==> src/rtl/prbs_lock_ctrl.sv <==
`default_nettype none
// ============================================================================
//  Module      : prbs_lock_ctrl
//  Description : PRBS checker lock controller: seed sync, hunt, lock and
//                loss-of-lock supervision with bit-error/resync statistics.
//  Revision    : 1.0 - initial release
// ============================================================================
module prbs_lock_ctrl #(
    parameter int LOCK_CNT     = 16,
    parameter int ERR_THRESH   = 4,
    parameter int WINDOW       = 256,
    parameter int SYNC_HOLD    = 4,
    parameter int SEED_WAIT    = 8,
    parameter int HUNT_TIMEOUT = 1024
) (
    input  logic        C,
    input  logic        R,
    input  logic        en,
    input  logic        rxen,
    input  logic        CE,
    input  logic [15:0] rx_data,
    input  logic [15:0] exp_data,
    input  logic        clr_cnt,
    output logic        sync,
    output logic        locked,
    output logic        err_word,
    output logic [31:0] bit_err_cnt,
    output logic [15:0] resync_cnt,
    output logic [2:0]  state_o
);

    localparam int TMR_MAX = (SYNC_HOLD > SEED_WAIT) ? SYNC_HOLD : SEED_WAIT;
    localparam int TMR_W   = $clog2(TMR_MAX + 1);
    localparam int GOOD_W  = $clog2(LOCK_CNT + 1);
    localparam int HUNT_W  = $clog2(HUNT_TIMEOUT + 1);
    localparam int WIN_W   = $clog2(WINDOW + 1);
    localparam int ERRC_W  = $clog2(ERR_THRESH + 1);

    localparam logic [TMR_W-1:0]  SYNC_LAST = TMR_W'(SYNC_HOLD - 1);
    localparam logic [TMR_W-1:0]  WAIT_LAST = TMR_W'(SEED_WAIT - 1);
    localparam logic [GOOD_W-1:0] GOOD_LAST = GOOD_W'(LOCK_CNT - 1);
    localparam logic [HUNT_W-1:0] HUNT_LAST = HUNT_W'(HUNT_TIMEOUT - 1);
    localparam logic [WIN_W-1:0]  WIN_LAST  = WIN_W'(WINDOW - 1);
    localparam logic [ERRC_W-1:0] ERR_LAST  = ERRC_W'(ERR_THRESH - 1);

    typedef enum logic [2:0] {
        ST_IDLE   = 3'd0,
        ST_SYNC   = 3'd1,
        ST_WAIT   = 3'd2,
        ST_HUNT   = 3'd3,
        ST_LOCKED = 3'd4
    } state_t;

    state_t             state_q, state_d;
    logic [TMR_W-1:0]   tmr_q, tmr_d;
    logic [GOOD_W-1:0]  good_q, good_d;
    logic [HUNT_W-1:0]  hunt_q, hunt_d;
    logic [WIN_W-1:0]   win_q, win_d;
    logic [ERRC_W-1:0]  errc_q, errc_d;
    logic               sync_q, sync_d;
    logic               locked_q, locked_d;
    logic               err_word_q, err_word_d;
    logic [31:0]        bit_err_cnt_q, bit_err_cnt_d;
    logic [15:0]        resync_cnt_q, resync_cnt_d;

    logic               mismatch;
    logic [15:0]        diff;
    logic [4:0]         pop;
    logic [32:0]        bec_sum;
    logic               rsc_inc;

    assign diff     = rx_data ^ exp_data;
    assign mismatch = |diff;

    always_comb begin
        pop = '0;
        for (int i = 0; i < 16; i++) begin
            pop = pop + {4'd0, diff[i]};
        end
    end

    assign bec_sum = {1'b0, bit_err_cnt_q} + {28'd0, pop};

    always_comb begin
        state_d = state_q;
        tmr_d   = '0;
        good_d  = '0;
        hunt_d  = '0;
        win_d   = '0;
        errc_d  = '0;
        rsc_inc = 1'b0;

        case (state_q)
            ST_IDLE: state_d = ST_SYNC;
            ST_SYNC: begin
                if (tmr_q == SYNC_LAST) state_d = ST_WAIT;
                else                    tmr_d   = tmr_q + TMR_W'(1);
            end
            ST_WAIT: begin
                if (tmr_q == WAIT_LAST) state_d = ST_HUNT;
                else                    tmr_d   = tmr_q + TMR_W'(1);
            end
            ST_HUNT: begin
                good_d = good_q;
                hunt_d = hunt_q;
                if (CE) begin
                    good_d = mismatch ? '0 : good_q + GOOD_W'(1);
                    hunt_d = hunt_q + HUNT_W'(1);
                    // Reaching lock on the last allowed word beats the timeout.
                    if (!mismatch && good_q == GOOD_LAST) begin
                        state_d = ST_LOCKED;
                        good_d  = '0;
                        hunt_d  = '0;
                    end else if (hunt_q == HUNT_LAST) begin
                        state_d = ST_SYNC;
                        good_d  = '0;
                        hunt_d  = '0;
                    end
                end
            end
            ST_LOCKED: begin
                win_d  = win_q;
                errc_d = errc_q;
                if (CE) begin
                    win_d = (win_q == WIN_LAST) ? '0 : win_q + WIN_W'(1);
                    // An errored word on the wrap cycle still belongs to the closing window.
                    if (mismatch && errc_q == ERR_LAST) begin
                        state_d = ST_SYNC;
                        rsc_inc = 1'b1;
                        win_d   = '0;
                        errc_d  = '0;
                    end else if (win_q == WIN_LAST) begin
                        errc_d = '0;
                    end else if (mismatch) begin
                        errc_d = errc_q + ERRC_W'(1);
                    end
                end
            end
            default: state_d = ST_IDLE;
        endcase

        if (!en || !rxen) begin
            state_d = ST_IDLE;
            tmr_d   = '0;
            good_d  = '0;
            hunt_d  = '0;
            win_d   = '0;
            errc_d  = '0;
            rsc_inc = 1'b0;
        end
    end

    always_comb begin
        sync_d     = (state_d == ST_SYNC);
        locked_d   = (state_d == ST_LOCKED);
        err_word_d = CE && mismatch && (state_q == ST_HUNT || state_q == ST_LOCKED);

        bit_err_cnt_d = bit_err_cnt_q;
        if (state_q == ST_LOCKED && CE) begin
            bit_err_cnt_d = bec_sum[32] ? 32'hFFFF_FFFF : bec_sum[31:0];
        end
        if (clr_cnt) bit_err_cnt_d = '0;

        resync_cnt_d = resync_cnt_q;
        if (rsc_inc && resync_cnt_q != 16'hFFFF) begin
            resync_cnt_d = resync_cnt_q + 16'd1;
        end
        if (clr_cnt) resync_cnt_d = '0;
    end

    always_ff @(posedge C) begin
        if (!R) begin
            state_q       <= ST_IDLE;
            tmr_q         <= '0;
            good_q        <= '0;
            hunt_q        <= '0;
            win_q         <= '0;
            errc_q        <= '0;
            sync_q        <= 1'b0;
            locked_q      <= 1'b0;
            err_word_q    <= 1'b0;
            bit_err_cnt_q <= '0;
            resync_cnt_q  <= '0;
        end else begin
            state_q       <= state_d;
            tmr_q         <= tmr_d;
            good_q        <= good_d;
            hunt_q        <= hunt_d;
            win_q         <= win_d;
            errc_q        <= errc_d;
            sync_q        <= sync_d;
            locked_q      <= locked_d;
            err_word_q    <= err_word_d;
            bit_err_cnt_q <= bit_err_cnt_d;
            resync_cnt_q  <= resync_cnt_d;
        end
    end

    assign sync        = sync_q;
    assign locked      = locked_q;
    assign err_word    = err_word_q;
    assign bit_err_cnt = bit_err_cnt_q;
    assign resync_cnt  = resync_cnt_q;
    assign state_o     = state_q;

endmodule
`default_nettype wire
==> config.mk <==
export PLATFORM = sky130hd
export DESIGN_NAME = prbs_lock_ctrl
export DESIGN_NICKNAME = d
export VERILOG_FILES = /design/src/rtl/prbs_lock_ctrl.sv
export SDC_FILE = /design/constraint.sdc
export NUM_CORES = 1
export LEC_CHECK = 0
export ABC_CLOCK_PERIOD_IN_PS = 5800
export CORE_AREA = 2 2 102 104
export CTS_BUF_LIST = sky130_fd_sc_hd__clkbuf_8 sky130_fd_sc_hd__clkbuf_16
export DETAILED_ROUTE_END_ITERATION = 10
export DIE_AREA = 0 0 104 106
export PLACE_DENSITY = 0.76
export SLEW_MARGIN = 30
export SYNTH_ARGS = -nofsm -noshare
export SYNTH_HDL_FRONTEND = slang
export SYNTH_SLANG_ARGS = --single-unit
==> constraint.sdc <==
create_clock -name C -period 5.8 [get_ports C]
set_input_delay 0.87 -clock C [delete_from_list [all_inputs] [get_ports C]]
set_output_delay 0.87 -clock C [all_outputs]
set_load 0.05 [all_outputs]
After elaboration in Yosys (flattened, before gate mapping)
Index checks and enable logic that the tools add are counted.

storage, ports and cells
  register bits after elaboration = 86
  input port bits = 38
  output and inout bits = 54

operators by class
  add/sub/neg operators = 22
  equality and inequality tests = 13
  multiplexer cells = 27
  bitwise gates (word level) = 4
  reductions and logical operators = 19

operators with widths
  kind                                             count
  adder 5 x 1 -> 5 bit                             11
  adder 32 x 5 -> 33 bit                           1
  two-way mux 3 bit                                11
  two-way mux 32 bit                               1
  two-way mux 11 bit                               2
  two-way mux 9 bit                                2
  adder 16 x 1 -> 16 bit, second input constant    1
  != test 16 bit, second input constant            1
  OR reduction 16 bit                              1
  bitwise XOR 16 bit                               1
  two-way mux 5 bit                                3
  one-hot mux 3 bit (5 select lines)               1
  adder 11 x 1 -> 11 bit, second input constant    1
  == test 11 x 10 -> 1 bit, second input constant  1
  adder 9 x 1 -> 9 bit, second input constant      1
  == test 3 x 2 -> 1 bit, second input constant    3
  == test 9 x 8 -> 1 bit, second input constant    1
  two-way mux 4 bit                                2
  one-hot mux 4 bit (2 select lines)               1
  == test 3 x 1 -> 1 bit, second input constant    2
  == test 3 bit, second input constant             2
  logical AND 1 bit                                6
  OR reduction 3 bit                               2
  adder 4 x 1 -> 5 bit                             1
  17 further kinds                                 26

Depth between registers and ports, before layout
Gate-level depths: netlist of the first run.

  depth in word-level cells = 18
  gate-level depth with buffers = 18
  mapped depth without buffers = 17

Least setup slack after synthesis of the first run
No wires, ideal clock.

  kind = input to register
  start = input exp_data[0]
  end = register bit_err_cnt_q[22] (netlist: bit_err_cnt[22])
  data arrival time = 4,904 ps
  data required time = 5,666 ps
  setup slack = 762 ps
  stages = 17
  cell sequence = xnor2_1 > fa_1 > fa_1 > inv_1 > fa_1 > fa_1 > inv_1 > fa_1 > inv_1 > fa_1 > a211oi_1 > o21ai_0 > and2_2 > buf_2 > nand2_2 > buf_2 > a21oi_1

on the way
  longest elaborated chain between the ends = 18

ends and longest elaborated chain
  item                                line  text
  from (decl)                         22    input logic [15:0] exp_data,
  bitwise XOR 16 bit                  72    assign diff = rx_data ^ exp_data;
  adder 1 x 1 -> 2 bit                78    pop = pop + {4'd0, diff[i]};
  adder 2 x 1 -> 3 bit                78
  adder 3 x 1 -> 4 bit                78
  adder 4 x 1 -> 5 bit                78
  adder 5 x 1 -> 5 bit (11 in a row)  78
  adder 32 x 5 -> 33 bit              82    assign bec_sum = {1'b0, bit_err_cnt_q} + {28'd0, pop};
  two-way mux 32 bit                  160   bit_err_cnt_d = bec_sum[32] ? 32'hFFFF_FFFF : bec_sum[31:0];
  to (signal assigned)                194   bit_err_cnt_q <= bit_err_cnt_d;
  to (decl)                           63    logic [31:0] bit_err_cnt_q, bit_err_cnt_d;

No other way between the ends.
A chain may end at the register's enable or synchronous reset.

Worst setup path in the final report of the first run
Ends and elaborated chain as after synthesis.

==> summary.txt, run 1 <==
Power
  – Sw power: 0.378 mW
  – Internal power: 0.960 mW
  – Switching Fraction: 0.283
  – Clk pwr share: 0.305
  – Comb power frac: 0.253
  – Sequential power share: 0.442
  – PwrDens: 221 nW/um2
  – Maximum vdd drop: 0.000122 V
  – Leakage power: 2.10 nW

Critical path
  – Buf+Inv Stages, Crit Path: 5
  – CP startpoint: exp_data[0]
  – Flop2flop setup slack: 1170 ps
  – Slowest CP cell: fa_1
  – Worst setup EP type: flop
  – R2R depth: 16
  – RR Startpoint: bit_err_cnt[0]
  – Reg2reg end: bit_err_cnt[22]
  – Critical path's most frequent cell: fa_1
  – Data required, critical path: 5990 ps
  – Crit path cell chain: clkdlybuf4s50_1 -> xnor2_1 -> fa_1 -> fa_1 -> inv_1 -> fa_1 -> fa_1 -> inv_1 -> fa_1 -> inv_1 -> fa_1 -> a211oi_1 -> o21ai_0 -> buf_4 -> and2_2 -> nand2_2 -> a21oi_1
  – Critical Path Stages: 17
  – Kind of critical path: input port to flop
  – CP Data Arrival Time: 5580 ps
  – Crit path to: bit_err_cnt[22]
  – Largest stage delay on the critical path: 530 ps
  – Worst setup SP type: input port
  – Worst-path fanout max: 19
  – Worst path top cell family by delay: adder cells

Timing
  – Final hold vios: 0
  – Clk_skew: 11.2 ps
  – TNS Setup: 0 ps
  – Highest Clock Rate: 0.186 GHz
  – Fin. max-slew vios: 0
  – Headroom to the max-slew limit: 0.445
  – Hold_ws: 451 ps
  – Fin crit period: 5390 ps
  – Final period util: 0.929
  – Slew @ Worst Pin: 832 ps
  – Unrepaired setup endpoints after global routing: false
  – Final setup fails: 0

Logic synthesis
  – Seq/Total Area, Yosys: 0.356
  – Share of the synthesized area in the top cell type: 0.356
  – Synthesized area per cell: 8.67 um2
  – Netlist Area Pre-Place: 4840 um2
  – Synth area leader: dfxtp_1
  – Post-synth EDFFs: 0
  – Register bit total from synthesis: 86
  – Synth Instances: 558
  – Cell variety after synth: 59
  – Ys flop type: dfxtp_1
  – Ranking of synthesized cells by area: dfxtp_1 (36%), xnor2_1 (6.9%), xor2_1 (6.0%), nor2_1 (5.3%), fa_1 (5.0%)
  – Post-Syn Nets: 624
  – Synth warnings: 0
  – Synth async-reset ratio: 0

Floorplan
  – Core Area: 10000 um2
  – Die width: 104 um
  – Die area: 11000 um2
  – I/O Pins: 92
  – Initial Utilization: 0.484
  – Row count: 37
  – Die H: 106 um

Placement
  – Final HPWL DP: 7.91 mm
  – RePlAce Congestion: 0.858
  – Placed cells: 767
  – Port buffer count: 91

Finish
  – Layout cells sized above 1: 0.0556
  – Area growth from synthesis to layout: 24.8%
  – Final net count: 708
  – FILL cells: 887
  – Final core occ: 0.604
  – Most frequent cells in the layout: clkdlybuf4s50_1 (91), dfxtp_1 (86), nor2_1 (68)
  – Commonest non-fill, non-tap cell in the layout: clkdlybuf4s50_1
  – Cell Count, Final, Fillers Out: 783
  – Diode count: 0

Route
  – Starting DRT DRC Count: 133
  – Vias: 4179
  – Post-route ant nets: 0
  – DRT Pass-1 Iters: 4
  – # DRC: 0
  – Routed wire per std cell: 13.7 um
  – WL final: 10.7 mm
  – Vias/cell: 5.34

Clocking
  – CTS resizes: 0
  – Post-CTS Repair Setup Buffers: 0
  – Sink Count: 86
  – Root Driver: clkbuf_8
  – Hold-fix buffers, CTS: 0
  – TritonCTS clock tree: built
  – Clock buffer depth: 2
  – H-tree Lvls: 3
  – Clock latency on the worst-skew pair: 350 ps
  – Total CTS buffers: 9
  – Clock-pin slew on the worst setup and hold paths: 80 ps

Global route
  – GRT Total Usage: 0.200
  – Largest net degree at the start of global routing: 41
  – GRT Residual Overflow: 0
  – Global-route wire length before repair: 18.6 mm
  – Initial antenna violation count: 0
  – Vias in the first global route: 4194

Status
  – Outcome: finished clean

Hold path
  – Hold Path Depth: 1
  – Worst Hold Class: flop to flop

Run
  – # Max-Cap Violations: 0
-- cell type report --
cell class | instances | area, um2 | share of cell area
inverter | 34 | 128 | 0.0211
clock inverter | 6 | 55.1 | 0.00911
timing repair buffer | 96 | 948 | 0.157
clock buffer | 10 | 138 | 0.0228
tap | 136 | 170 | 0.0282
multi-input combinational | 415 | 2880 | 0.477
sequential | 86 | 1720 | 0.285
-- power groups by stage --
stage               Clock (mW)  Combinational (mW)  Sequential, mW
floorplan                    0               0.242           0.607
global placement             0               0.328           0.605
global route             0.444               0.397           0.592
finish                   0.408               0.338           0.591
CTS                      0.421               0.341           0.591
detailed placement           0               0.338           0.605
-- worst register-to-register path, stage by stage (launching register included) --
cell      delay [ps]
dfxtp_1          360
inv_1             90
fa_1             520
fa_1             520
inv_1             60
fa_1             530
fa_1             420
inv_1             80
fa_1             190
inv_1             50
fa_1             390
a211oi_1         250
o21ai_0          120
buf_4            200
and2_2           240
nand2_2          330
a21oi_1          130
-- kinds of logic (layout without fill, tap and decap cells) --
kind of cell,count (synthesis),after routing,synth area share
AND/OR/NAND/NOR,215,215,0.236
multiplexers,6,6,0.0127
XOR/XNOR,71,71,0.128
AO/OA/AOI/OAI,95,95,0.126
buffers and inverters,57,146,0.0496
adder cells (fa/ha/maj),28,28,0.0910
flip-flops,86,86,0.356
-- cells in the mapped netlist, drive strengths merged (8+ instances only) --
master / number
fa: 12
ha: 16
nand3: 31
a31oi: 9
nand2: 32
nand4: 23
xor2: 33
nor3: 10
dfxtp: 86
nor2: 68
clkbuf: 14
and3: 12
buf: 8
inv: 34
o21ai: 20
xnor2: 38
a21oi: 35
-- metal layers --
| layer | part of all wire | up-vias | global-route usage |
|---|---|---|---|
| li1 | - | 2105 | - |
| met1 | 0.44 | 1973 | 0.241 |
| met3 | 0.041 | 12 | 0.0448 |
| met4 | 0.012 | 0 | 0.0734 |
| met2 | 0.51 | 89 | 0.352 |
| met5 | 0 | - | 0 |
-- worst min path at each step --
stage | startpoint | end | slack, ps
final | tmr_q[0] | tmr_q[0] | 450
after floorplan | tmr_q[0] | tmr_q[0] | 420
after CTS | tmr_q[0] | tmr_q[0] | 460
after global routing | tmr_q[0] | tmr_q[0] | 470
after detailed placement | tmr_q[0] | tmr_q[0] | 450
after global placement | tmr_q[0] | tmr_q[0] | 430
-- state kept, by name, summed over array words and instances, names as in the netlist --
| signal | flops |
|---|---|
| err_word | 1 |
| resync_cnt | 16 |
| good_q | 5 |
| bit_err_cnt | 32 |
| hunt_q | 11 |
| sync | 1 |
| state_o | 3 |
| locked | 1 |
| win_q | 9 |
| tmr_q | 4 |
| errc_q | 3 |
-- stage by stage --
step           total power, mW  worst slack (ps)  instance area (um2)
3_3_place_gp             0.934               232                 5850
4_1_cts                   1.35               432                 6040
5_1_grt                   1.43               162                 6040
3_5_place_dp             0.943              88.6                 5850
2_1_floorplan            0.849               762                 4840
6_report                  1.34               409                 6040
No activity file was read; power rests on OpenSTA's default activity.
==> inputs of run 2 (changes only) <==
- CORE_AREA: 2 2 102 104 -> 2 2 113 115
- DIE_AREA: 0 0 104 106 -> 0 0 115 117
- PLACE_DENSITY: 0.76 -> unset
==> run 2 against run 1 <==
Routed wire length up 4.6%. Cell count rose by 1.8%. Sequential power is essentially flat. Total power grew 14%. Clock-buffer cell count up 1. Non-clock buffer count is the same. Flip-flop and latch count unchanged. Sequential share of layout area is 0.61 points lower.
==> summary.txt, run 2 (synthesis results as in run 1) <==
Timing
  – Final setup fails: 0
  – Fin crit period: 5310 ps
  – Clk_skew: 9.72 ps
  – Fin. max-slew vios: 0
  – Headroom to the max-slew limit: 0.477
  – TNS Setup: 0 ps
  – Unrepaired setup endpoints after global routing: false
  – Slew @ Worst Pin: 781 ps
  – Final hold vios: 0
  – Final period util: 0.915
  – Highest Clock Rate: 0.188 GHz

Placement
  – RePlAce Congestion: 0.786
  – Port buffer count: 91
  – Final HPWL DP: 8.15 mm

Critical path
  – Worst setup EP type: flop
  – Worst setup SP type: input port
  – Data required, critical path: 6000 ps
  – Worst-path fanout max: 19
  – Kind of critical path: input port to flop
  – CP Data Arrival Time: 5510 ps

Clocking
  – Clock latency on the worst-skew pair: 340 ps
  – TritonCTS clock tree: built
  – Clock-pin slew on the worst setup and hold paths: 60 ps
  – Total CTS buffers: 9
  – Sink Count: 86
  – Clock buffer depth: 2
  – CTS resizes: 0
  – Hold-fix buffers, CTS: 0
  – Post-CTS Repair Setup Buffers: 0
  – H-tree Lvls: 3
  – Root Driver: clkbuf_16

Global route
  – GRT Total Usage: 0.174
  – Global-route wire length before repair: 18.7 mm
  – Largest net degree at the start of global routing: 35
  – Initial antenna violation count: 0
  – GRT Residual Overflow: 0
  – Vias in the first global route: 4031

Run
  – # Max-Cap Violations: 0

Finish
  – Commonest non-fill, non-tap cell in the layout: clkdlybuf4s50_1
  – Area growth from synthesis to layout: 27.6%
  – Largest register FFs: 32
  – Layout cells sized above 1: 0.0587
  – Final net count: 708
  – FILL cells: 1169
  – Most frequent cells in the layout: clkdlybuf4s50_1 (91), dfxtp_1 (86), nor2_1 (68)
  – Diode count: 0

Route
  – Vias: 4167
  – Vias/cell: 5.23
  – # DRC: 0
  – Post-route ant nets: 0
  – Routed wire per std cell: 14.0 um
  – Starting DRT DRC Count: 226
  – WL final: 11.2 mm
  – DRT Pass-1 Iters: 4

Power
  – Leakage power: 2.14 nW
  – PwrDens: 246 nW/um2
  – Total Power: 1.52 mW
  – Maximum vdd drop: 0.000245 V

Floorplan
  – Die H: 117 um
  – Initial Utilization: 0.393
  – Die area: 13500 um2
  – Die width: 115 um
  – Row count: 41
  – I/O Pins: 92
  – Core Area: 12300 um2

Status
  – Outcome: finished clean

Hold path
  – Worst Hold Class: flop to flop
[run 2: path summary, 6_finish.rpt]
check                       from              end  slack (ps)  depth (start not counted)
setup / recovery      rx_data[8]  bit_err_cnt[30]         490                         18
hold reg to reg         tmr_q[0]         tmr_q[0]         450                          1
hold / removal          tmr_q[0]         tmr_q[0]         450                          1
setup reg to reg  bit_err_cnt[0]  bit_err_cnt[30]        1270                         16
[run 2: stage by stage]
stage,setup slack (ps),cells,utilization,area (um2),hold slack [ps]
detailed placement,159,781,0.476,5860,442
CTS,526,797,0.501,6170,453
floorplan,762,558,-,4840,418
global route,191,797,0.501,6170,480
finish,491,797,0.501,6170,448
global placement,190,781,0.476,5860,430
[run 2: report_power, final]
| group | internal [mW] | switching (mW) | leakage (nW) |
|---|---|---|---|
| clock network | 0.357 | 0.238 | 0.155 |
| logic | 0.154 | 0.178 | 1.30 |
| registers | 0.591 | 0.000965 | 0.693 |
[run 2: critical path, cell delays in order]
cell and delay (ps):
clkdlybuf4s50_1 470, xor2_1 190, inv_1 70, fa_1 450
fa_1 490, inv_1 50, fa_1 510, fa_1 400
inv_1 70, fa_1 180, inv_1 50, fa_1 430
a211oi_1 250, o21ai_0 120, buf_4 200, and2_2 230
nand2_2 330, a21oi_1 130
[run 2: layer usage]
layer	track usage	wire, um	vias up
li1	-	-	2107
met1	0.215	5180	1975
met2	0.296	5430	74
met3	0.0499	463	11
met4	0.0530	119	0
met5	0	0	-
[run 2: final cells by class]
cell class	count	area (um2)	area share
Multi-Input combinational cell	415	2880	0.466
Tap cell	150	188	0.0304
Timing Repair Buffer	96	948	0.154
Clock inverter	5	57.6	0.00932
Inverter	34	128	0.0207
Clock buffer	11	253	0.0409
Sequential cell	86	1720	0.279
